File: config.mk
export PLATFORM = sky130hd
export DESIGN_NAME = kbd_mouse_dispatch
export DESIGN_NICKNAME = d
export VERILOG_FILES = /design/src/rtl/kbd_mouse_pkg.sv /design/src/rtl/kms_fifo.sv /design/src/rtl/kbd_mouse_dispatch.sv
export SDC_FILE = /design/constraint.sdc
export NUM_CORES = 1
export LEC_CHECK = 0
export ABC_AREA = 1
export BUFFER_PORTS_ARGS = -buffer_cell sky130_fd_sc_hd__buf_2
export CORE_MARGIN = 2
export CORE_UTILIZATION = 60
export CTS_CLUSTER_DIAMETER = 30
export CTS_CLUSTER_SIZE = 14
export DETAILED_ROUTE_END_ITERATION = 10
export PLACE_DENSITY_LB_ADDON = 0.3
export SYNTH_ARGS = -nofsm -noshare
export SYNTH_HDL_FRONTEND = slang
export SYNTH_HIERARCHICAL = 1
export SYNTH_SLANG_ARGS = --single-unit
File: constraint.sdc
create_clock -name clk_sys -period 3.25 [get_ports clk_sys]
set_input_delay 0.65 -clock clk_sys [delete_from_list [all_inputs] [get_ports clk_sys]]
set_output_delay 0.65 -clock clk_sys [all_outputs]
set_load 0.02 [all_outputs]
File: src/rtl/kbd_mouse_pkg.sv
// Shared encodings for the keyboard/mouse dispatch block.
// Event types, mouse packet states and accumulator axis select.
package kbd_mouse_pkg;

  typedef enum logic [1:0] {
    KMS_MOUSE_X = 2'd0,
    KMS_MOUSE_Y = 2'd1,
    KMS_KEY     = 2'd2,
    KMS_OSD     = 2'd3
  } kms_type_t;

  typedef enum logic [1:0] {
    IDLE  = 2'd0,
    GOT_X = 2'd1,
    GOT_Y = 2'd2
  } mouse_state_t;

  typedef enum logic [1:0] {
    AX_NONE = 2'd0,
    AX_X    = 2'd1,
    AX_Y    = 2'd2,
    AX_W    = 2'd3
  } axis_t;

endpackage

File: src/rtl/kms_fifo.sv
// First-word fall-through FIFO for the keycode channel.
// A push at full is accepted only when a pop frees a slot that cycle.
module kms_fifo #(
  parameter int DEPTH = 8,
  parameter int W     = 8
) (
  input  logic         clk,
  input  logic         rst_n,
  input  logic         push,
  input  logic [W-1:0] din,
  input  logic         pop,
  output logic [W-1:0] dout,
  output logic         empty,
  output logic         full,
  output logic         drop
);

  localparam int AW = $clog2(DEPTH);

  logic [W-1:0]  mem [DEPTH];
  logic [AW-1:0] wr_ptr;
  logic [AW-1:0] rd_ptr;
  logic [AW:0]   count;
  logic          do_pop;
  logic          do_push;

  assign empty   = (count == '0);
  assign full    = (count == (AW+1)'(DEPTH));
  assign do_pop  = pop & ~empty;
  assign do_push = push & (~full | do_pop);
  assign drop    = push & full & ~do_pop;
  assign dout    = empty ? '0 : mem[rd_ptr];

  always_ff @(posedge clk) begin
    if (do_push) mem[wr_ptr] <= din;
  end

  always_ff @(posedge clk or negedge rst_n) begin
    if (!rst_n) begin
      wr_ptr <= '0;
      rd_ptr <= '0;
      count  <= '0;
    end else begin
      if (do_push) wr_ptr <= wr_ptr + 1'b1;
      if (do_pop)  rd_ptr <= rd_ptr + 1'b1;
      if (do_push && !do_pop)      count <= count + 1'b1;
      else if (do_pop && !do_push) count <= count - 1'b1;
    end
  end

endmodule

File: src/rtl/kbd_mouse_dispatch.sv
// Distributes user-IO keyboard/mouse events to mouse accumulators,
// a buffered keycode channel and the OSD key register.
module kbd_mouse_dispatch
  import kbd_mouse_pkg::*;
#(
  parameter int          KBD_DEPTH   = 8,
  parameter int          ACC_W       = 10,
  parameter logic [23:0] KBD_TIMEOUT = 24'd2_000_000
) (
  input  logic             clk_sys,
  input  logic             reset_n,
  input  logic             kms_strobe,
  input  logic [1:0]       kms_type,
  input  logic [7:0]       kms_data,
  input  logic             mouse_idx,
  input  logic             mouse_rd,
  input  logic             mouse_sel,
  output logic [ACC_W-1:0] mouse_x,
  output logic [ACC_W-1:0] mouse_y,
  output logic [ACC_W-1:0] mouse_wheel,
  output logic             mouse_rd_valid,
  output logic             kbd_valid,
  output logic [7:0]       kbd_data,
  input  logic             kbd_ready,
  output logic             kbd_overflow,
  output logic             kbd_timeout,
  input  logic             kbd_ovf_clr,
  output logic             osd_valid,
  output logic [7:0]       osd_data,
  input  logic             osd_ack
);

  mouse_state_t     state, state_n;
  axis_t            axis;
  kms_type_t        etype;
  logic [ACC_W-1:0] acc_x [2];
  logic [ACC_W-1:0] acc_y [2];
  logic [ACC_W-1:0] acc_w [2];
  logic [1:0]       clr;
  logic [1:0]       hit;

  assign etype = kms_type_t'(kms_type);
  assign clr   = mouse_rd ? (mouse_sel ? 2'b10 : 2'b01) : 2'b00;
  assign hit   = mouse_idx ? 2'b10 : 2'b01;

  function automatic logic [ACC_W-1:0] sat_add(
    input logic [ACC_W-1:0] a,
    input logic [7:0]       d
  );
    logic [ACC_W:0] s;
    s = {a[ACC_W-1], a} + {{(ACC_W-7){d[7]}}, d};
    if (s[ACC_W] != s[ACC_W-1])
      return s[ACC_W] ? {1'b1, {(ACC_W-1){1'b0}}}
                      : {1'b0, {(ACC_W-1){1'b1}}};
    return s[ACC_W-1:0];
  endfunction

  // A read clears first, so a same-cycle delta lands on zero.
  function automatic logic [ACC_W-1:0] acc_next(
    input logic [ACC_W-1:0] a,
    input logic             c,
    input logic             add,
    input logic [7:0]       d
  );
    logic [ACC_W-1:0] base;
    base = c ? '0 : a;
    return add ? sat_add(base, d) : base;
  endfunction

  always_comb begin
    state_n = state;
    axis    = AX_NONE;
    if (kms_strobe) begin
      unique case (etype)
        KMS_MOUSE_X: begin
          axis    = AX_X;
          state_n = GOT_X;
        end
        KMS_MOUSE_Y: begin
          axis    = (state == GOT_Y) ? AX_W : AX_Y;
          state_n = GOT_Y;
        end
        default: ;
      endcase
    end
  end

  always_ff @(posedge clk_sys or negedge reset_n) begin
    if (!reset_n) begin
      state          <= IDLE;
      mouse_x        <= '0;
      mouse_y        <= '0;
      mouse_wheel    <= '0;
      mouse_rd_valid <= 1'b0;
      for (int m = 0; m < 2; m++) begin
        acc_x[m] <= '0;
        acc_y[m] <= '0;
        acc_w[m] <= '0;
      end
    end else begin
      state          <= state_n;
      mouse_rd_valid <= mouse_rd;
      if (mouse_rd) begin
        mouse_x     <= acc_x[mouse_sel];
        mouse_y     <= acc_y[mouse_sel];
        mouse_wheel <= acc_w[mouse_sel];
      end
      for (int m = 0; m < 2; m++) begin
        acc_x[m] <= acc_next(acc_x[m], clr[m],
                             hit[m] && axis == AX_X, kms_data);
        acc_y[m] <= acc_next(acc_y[m], clr[m],
                             hit[m] && axis == AX_Y, kms_data);
        acc_w[m] <= acc_next(acc_w[m], clr[m],
                             hit[m] && axis == AX_W, kms_data);
      end
    end
  end

  logic        key_push;
  logic        key_pop;
  logic        key_empty;
  logic        key_full;
  logic        key_drop;
  logic        stalled;
  logic [23:0] stall;

  assign key_push    = kms_strobe && etype == KMS_KEY;
  assign kbd_valid   = ~key_empty;
  assign stalled     = kbd_valid & ~kbd_ready;
  assign kbd_timeout = stalled && stall == KBD_TIMEOUT - 24'd1;
  assign key_pop     = (kbd_valid & kbd_ready) | kbd_timeout;

  kms_fifo #(
    .DEPTH (KBD_DEPTH),
    .W     (8)
  ) u_key_fifo (
    .clk   (clk_sys),
    .rst_n (reset_n),
    .push  (key_push),
    .din   (kms_data),
    .pop   (key_pop),
    .dout  (kbd_data),
    .empty (key_empty),
    .full  (key_full),
    .drop  (key_drop)
  );

  always_ff @(posedge clk_sys or negedge reset_n) begin
    if (!reset_n) begin
      stall        <= '0;
      kbd_overflow <= 1'b0;
      osd_valid    <= 1'b0;
      osd_data     <= '0;
    end else begin
      stall <= (!stalled || kbd_timeout) ? '0 : stall + 24'd1;
      if (key_drop)         kbd_overflow <= 1'b1;
      else if (kbd_ovf_clr) kbd_overflow <= 1'b0;
      if (kms_strobe && etype == KMS_OSD) begin
        osd_valid <= 1'b1;
        osd_data  <= kms_data;
      end else if (osd_ack) begin
        osd_valid <= 1'b0;
      end
    end
  end

endmodule
Word level (Yosys, flattened, before mapping) --
Memory sizes are Yosys's and may differ from the RTL's. Index checks and enable logic that the tools add are counted. W data, S select, Z words.
Storage, ports and cells: input port bits 19, register bits after elaboration 137, memories 1, latch bits 0, bits in read-only memories 0, RAM bits 64
Cells by class: shift operators 0, divide/modulo/power cells 0, $mul 0, add/subtract/negate cells 11, reductions and logical operators 22, order comparisons 1, eq/ne operators 15, multiplexer cells 62, bitwise logic cells 13
Memories:
- u_key_fifo.mem | depth 8, bits a word 8, rd ports 1, clocked after memory_dff 0, write ports 1, RTL line kms_fifo.sv:20 | logic [W-1:0] mem [DEPTH];
Operators by type and width (count):
- $mux W10 | 39
- $add A10 B8 Y11 | 6
- $add A24 B1 Y24 const B | 1
- $eq A24 B21 Y1 const B | 1
- $mux W24 | 1
- $mux W1 | 13
- $logic_and A1 B1 Y1 | 11
- $eq A2 B2 Y1 const B | 5
- $mux W2 | 4
- $mux W4 | 2
- $mux W8 | 1
- $pmux W2 S2 | 2
- $reduce_bool A2 Y1 | 4
- $add A3 B1 Y3 const B | 2
- $and A1 B1 Y1 | 6
- $ne A1 B1 Y1 | 6
- $add A4 B1 Y4 const B | 1
- $eq A2 B1 Y1 const B | 2
- $eq A4 B4 Y1 const B | 1
- $logic_not A4 Y1 | 1
- $not A1 Y1 | 4
- $sub A4 B1 Y4 const B | 1
- $logic_not A1 Y1 | 3
- $ge A2 B2 Y1 const B | 1
- other kinds (5) | 6

Logic depth before layout (Yosys ltp) --
depth in word-level cells 12, gate-level depth with buffers 20, gate-level depth less buffers 20

Modules after synthesis --
Netlist, hierarchy kept.
By module, submodules not included:
- kbd_mouse_dispatch | area each 8968.6 sq um, seq. area each 3178.0 sq um, cells each 1232, times used 1
- kms_fifo | area each 3510.9 sq um, seq. area each 2172.1 sq um, cells each 361, times used 1

Worst setup path before layout --
Ideal clock, no wire load.
path kind flip-flop to flip-flop, start point register stall[0], end point register u_key_fifo.count[3], required time 3.133 ns, library setup time 0.117 ns, slack 0.362 ns, arrival 2.771 ns, stages on the path, launching flop included 20, path through dfrtp_1 > ha_1 > nand3_2 > nor2_2 > nand2_1 > nor2_2 > nand4_2 > o21ai_0 > inv_1 > nand4_2 > nand2_2 > inv_1 > ha_1 > inv_1 > ha_1 > or2_2 > nand2_1 > nand2_1 > nand3_1 > nand2_1
On the way: word-level cells in the longest chain between the ends 9, elaborated cells on any way between the ends 12, classes of those cells eq/ne: 1; mux: 1; bitwise: 4; reduce/logical: 6
RTL lines:
- from (decl) | RTL line kbd_mouse_dispatch.sv:125 | logic [23:0] stall;
- from (signal assigned) | RTL line kbd_mouse_dispatch.sv:155 | stall <= (!stalled || kbd_timeout) ? '0 : stall + 24'd1;
- $eq A24 B21 Y1 * | RTL line kbd_mouse_dispatch.sv:130 | assign kbd_timeout = stalled && stall == KBD_TIMEOUT - 24'd1;
- $logic_and A1 B1 Y1 * | RTL line kbd_mouse_dispatch.sv:130
- $or A1 B1 Y1 * | RTL line kbd_mouse_dispatch.sv:131 | assign key_pop = (kbd_valid & kbd_ready) | kbd_timeout;
- via key_pop | RTL line kbd_mouse_dispatch.sv:120 | logic key_pop;
- $and A1 B1 Y1 * | RTL line kms_fifo.sv:29 | assign do_pop = pop & ~empty;
- $or A1 B1 Y1 * | RTL line kms_fifo.sv:30 | assign do_push = push & (~full | do_pop);
- $and A1 B1 Y1 * | RTL line kms_fifo.sv:30
- via u_key_fifo.do_push | RTL line kms_fifo.sv:25 | logic do_push;
- $logic_not A1 Y1 | RTL line kms_fifo.sv:47 | else if (do_pop && !do_push) count <= count - 1'b1;
- $logic_and A1 B1 Y1 | RTL line kms_fifo.sv:47
- $reduce_bool A2 Y1 (no source line)
- to (signal assigned) | RTL line kms_fifo.sv:46 | if (do_push && !do_pop) count <= count + 1'b1;
- to (signal assigned) | RTL line kms_fifo.sv:47
- to (decl) | RTL line kms_fifo.sv:23 | logic [AW:0] count;
Mark *: on every way through the listed nets, which the timed path passes. The rest lies on a longest branch. A chain may end at the register's enable or synchronous reset.

Worst setup path in the final report --
start point register u_key_fifo.rd_ptr[0], end point output port kbd_data[2]
On the way: word-level cells in the longest chain between the ends 2
RTL lines:
- from (decl) | RTL line kms_fifo.sv:22 | logic [AW-1:0] rd_ptr;
- from (signal assigned) | RTL line kms_fifo.sv:45 | if (do_pop) rd_ptr <= rd_ptr + 1'b1;
- $mem_v2 Z8 W8
- $mux W8 | RTL line kms_fifo.sv:32 | assign dout = empty ? '0 : mem[rd_ptr];
- to (decl) | RTL line kbd_mouse_dispatch.sv:23 | output logic [7:0] kbd_data,
No other way between the ends.

==> flow_metrics.env <==
export IMPL_clock_input_transition_at_the_sequential_cells_of_the_worst_setup_and_hold_paths_ns=0.05
export IMPL_clock_skew_ns=0.0171
export IMPL_grt_first_pass_wirelength_mm=51.4
export IMPL_route_vias_total=10900
export IMPL_finalNetCount=1789
export IMPL_post_route_period_util_pct=92.2
export IMPL_critical_path_endpoint_type="output port"
export IMPL_critPathLaunchType="register"
export IMPL_p_per_area_nw_per_um2=710
export IMPL_cts_htree_levels=2
export IMPL_synth_warning_count=6
export IMPL_chip_width_um=148
export IMPL_antenna_cells_inserted=0
export IMPL_fillers=1488
export IMPL_grt_ovfl_total=0
export IMPL_io_buffers=69
export IMPL_cts_tree="done"
export IMPL_worst_hold_path_type="in -> async"
export IMPL_max_cap_violations=0
export IMPL_detail_route_wirelength_mm=31.3
export IMPL_syn_avg_cell_area_sq_um=7.83
export IMPL_drive_gt1_share_pct=12.8
export IMPL_hpwl_mm=21.0
export IMPL_grt_pass1_vias=10900
export IMPL_grt_total_usage_pct=29.1
export IMPL_design_portCount=70
export IMPL_reg2reg_depth=19
export IMPL_timing_worst_slew_pin_value_ns=0.758
export IMPL_fp_dieArea_sq_um=22000
export IMPL_tritoncts_num_sinks=201
export IMPL_r2r_end="u_key_fifo/count[3]$_DFFE_PN0P_"
export IMPL_synth_cell_area_sq_um=12500
export IMPL_report_final_hold_viol_count=0
export IMPL_setup_tns_ns=0
export IMPL_synth_net_count=1684
export IMPL_relSlewSlack_pct=49.5
export IMPL_grt_start_max_net_pins=80
export IMPL_clock_insertion_delay_worst_skew_ns=0.52
export IMPL_r2r_setup_slack_ns=0.29
export IMPL_drt_drc_violations_left=0
export IMPL_post_cts_repair_setup_buffers=0
export IMPL_worst_path_max_fanout=33
export IMPL_grt_antenna_before_repair=1
export IMPL_first_iter_violations=767
export IMPL_worstPathArrival_ns=2.35
export IMPL_via_per_inst=5.44
export IMPL_total_power_mw=10.5
export IMPL_route_detailed_wl_per_inst_um=15.6
export IMPL_power_leakage_nw=7.62
export IMPL_fp_row_count=52
export IMPL_ctsLongestPathBuffers=3
export IMPL_final_setup_worst_slack_ns=0.254
export IMPL_r2r_start="stall[0]$_DFF_PN0_"
export IMPL_die_height_um=148
export IMPL_outcome="completed"
export IMPL_place_worst_setup_slack_ns=0.239
export IMPL_min_period_ns=3.00
export IMPL_setup_viol=0
export IMPL_vdd_ir_drop_max_uv=354
export IMPL_placeableCoreArea_sq_um=20300
export IMPL_setup_repair_after_global_routing_missed_its_margin="false"
export IMPL_maxClockFrequency_ghz=0.334
export IMPL_number_of_buffers_created_by_cts=43
export IMPL_dr_pass1_iters=5
export IMPL_syn_instance_count=1592
export IMPL_timing_critical_path_required_ns=2.60
export IMPL_gpl_final_weighted_congestion=0.913
export IMPL_detail_route_antenna_nets=0
export IMPL_initial_utilization_pct=61.4
export IMPL_worstSetupPathType="reg -> out"
export IMPL_clock_root_buffer="clkbuf_16"
export IMPL_flow_area_growth_from_synthesis_pct=17.9
export IMPL_slew_violations=0
==> worst max-delay path: stages (launching register included) <==
cell     delay (ns)
dfrtp_1        0.67
inv_4          0.27
nand2_1        0.14
nand3_1        0.12
nand2_1        0.09
nor2_1         0.05
nor2_1         0.26
buf_2          0.22
==> routing by layer <==
layer  part of all wire (%)  global-route usage (%)
met5                  0.042                       0
met4                    2.9                    11.8
met3                    6.7                    4.75
met2                     48                    49.7
met1                     42                    37.0
==> placed cells by master, fill, tap and decap left out, types with 6 or more instances in the layout <==
cell type and n:
nand4_1 15, clkbuf_16 45, o21ai_1 10, edfxtp_1 64
xor2_1 30, bufinv_16 7, inv_1 254, o221ai_1 30
nand2_1 422, o21ai_2 6, o21ai_0 11, fa_1 7
buf_2 68, dfrtp_1 137, nand3_1 107, nand3_2 7
buf_4 21, nor3_1 19, clkinvlp_4 6, xnor2_1 17
a21oi_1 106, mux2_2 8, nand2_2 7, nor2_1 186
ha_1 66
==> per-stage QoR <==
| step | instances | area (sq um) | hold WS (ns) | util [%] |
|---|---|---|---|---|
| 2_1_floorplan | 1592 | 12500 | 0.354 | - |
| 3_3_place_gp | 1922 | 13200 | 0.443 | 65.0 |
| 3_5_place_dp | 1922 | 13200 | 0.454 | 65.0 |
| 4_1_cts | 2000 | 14700 | 0.223 | 72.5 |
| 5_1_grt | 2000 | 14700 | 0.262 | 72.5 |
| 6_report | 2000 | 14700 | 0.187 | 72.5 |
==> registers in the layout, indices dropped and copies added, names as in the netlist, 10 cells and up <==
register        flops
mouse_x            10
acc_w              20
mouse_y            10
mouse_wheel        10
acc_x              20
acc_y              20
stall              24
u_key_fifo/mem     64
==> final cells by class <==
| class | instances | area [sq um] | share of cell area [%] |
|---|---|---|---|
| multi-input cells | 1097 | 5940 | 40.4 |
| flip-flops and latches | 201 | 5350 | 36.4 |
| clock buffers | 52 | 1180 | 8.04 |
| inverters | 261 | 985 | 6.69 |
| repair buffers | 93 | 569 | 3.87 |
| clock inverters | 26 | 343 | 2.33 |
| well taps | 270 | 338 | 2.30 |
==> power by group <==
group | switching (mW) | internal [mW]
logic | 1.82 | 0.932
clock network | 1.42 | 3.14
registers | 0.255 | 2.87
total | 3.50 | 6.95
==> repair_timing <==
action                                  in CTS  in global routing
hold buffers                                 0                  0
endpoints found under the setup margin       0                  1
resized for setup                            0                  1
hold endpoints to repair                     0                  0
==> worst max path at each step <==
| stage | start | endpoint | slack [ns] | cells after the start |
|---|---|---|---|---|
| after CTS | stall[0]$_DFF_PN0_ | u_key_fifo/count[3]$_DFFE_PN0P_ | 0.20 | 19 |
| after global routing | stall[0]$_DFF_PN0_ | u_key_fifo/count[3]$_DFFE_PN0P_ | 0.06 | 19 |
| after floorplan | stall[0]$_DFF_PN0_ | u_key_fifo/count[3]$_DFFE_PN0P_ | 0.36 | 19 |
| after detailed placement | mouse_rd | acc_y[18]$_DFF_PN0_ | 0.24 | 16 |
| after global placement | mouse_rd | acc_y[18]$_DFF_PN0_ | 0.29 | 16 |
| final | u_key_fifo/rd_ptr[0]$_DFFE_PN0N_ | kbd_data[2] | 0.25 | 7 |
Note: power is estimated with default switching activity, not from simulation.
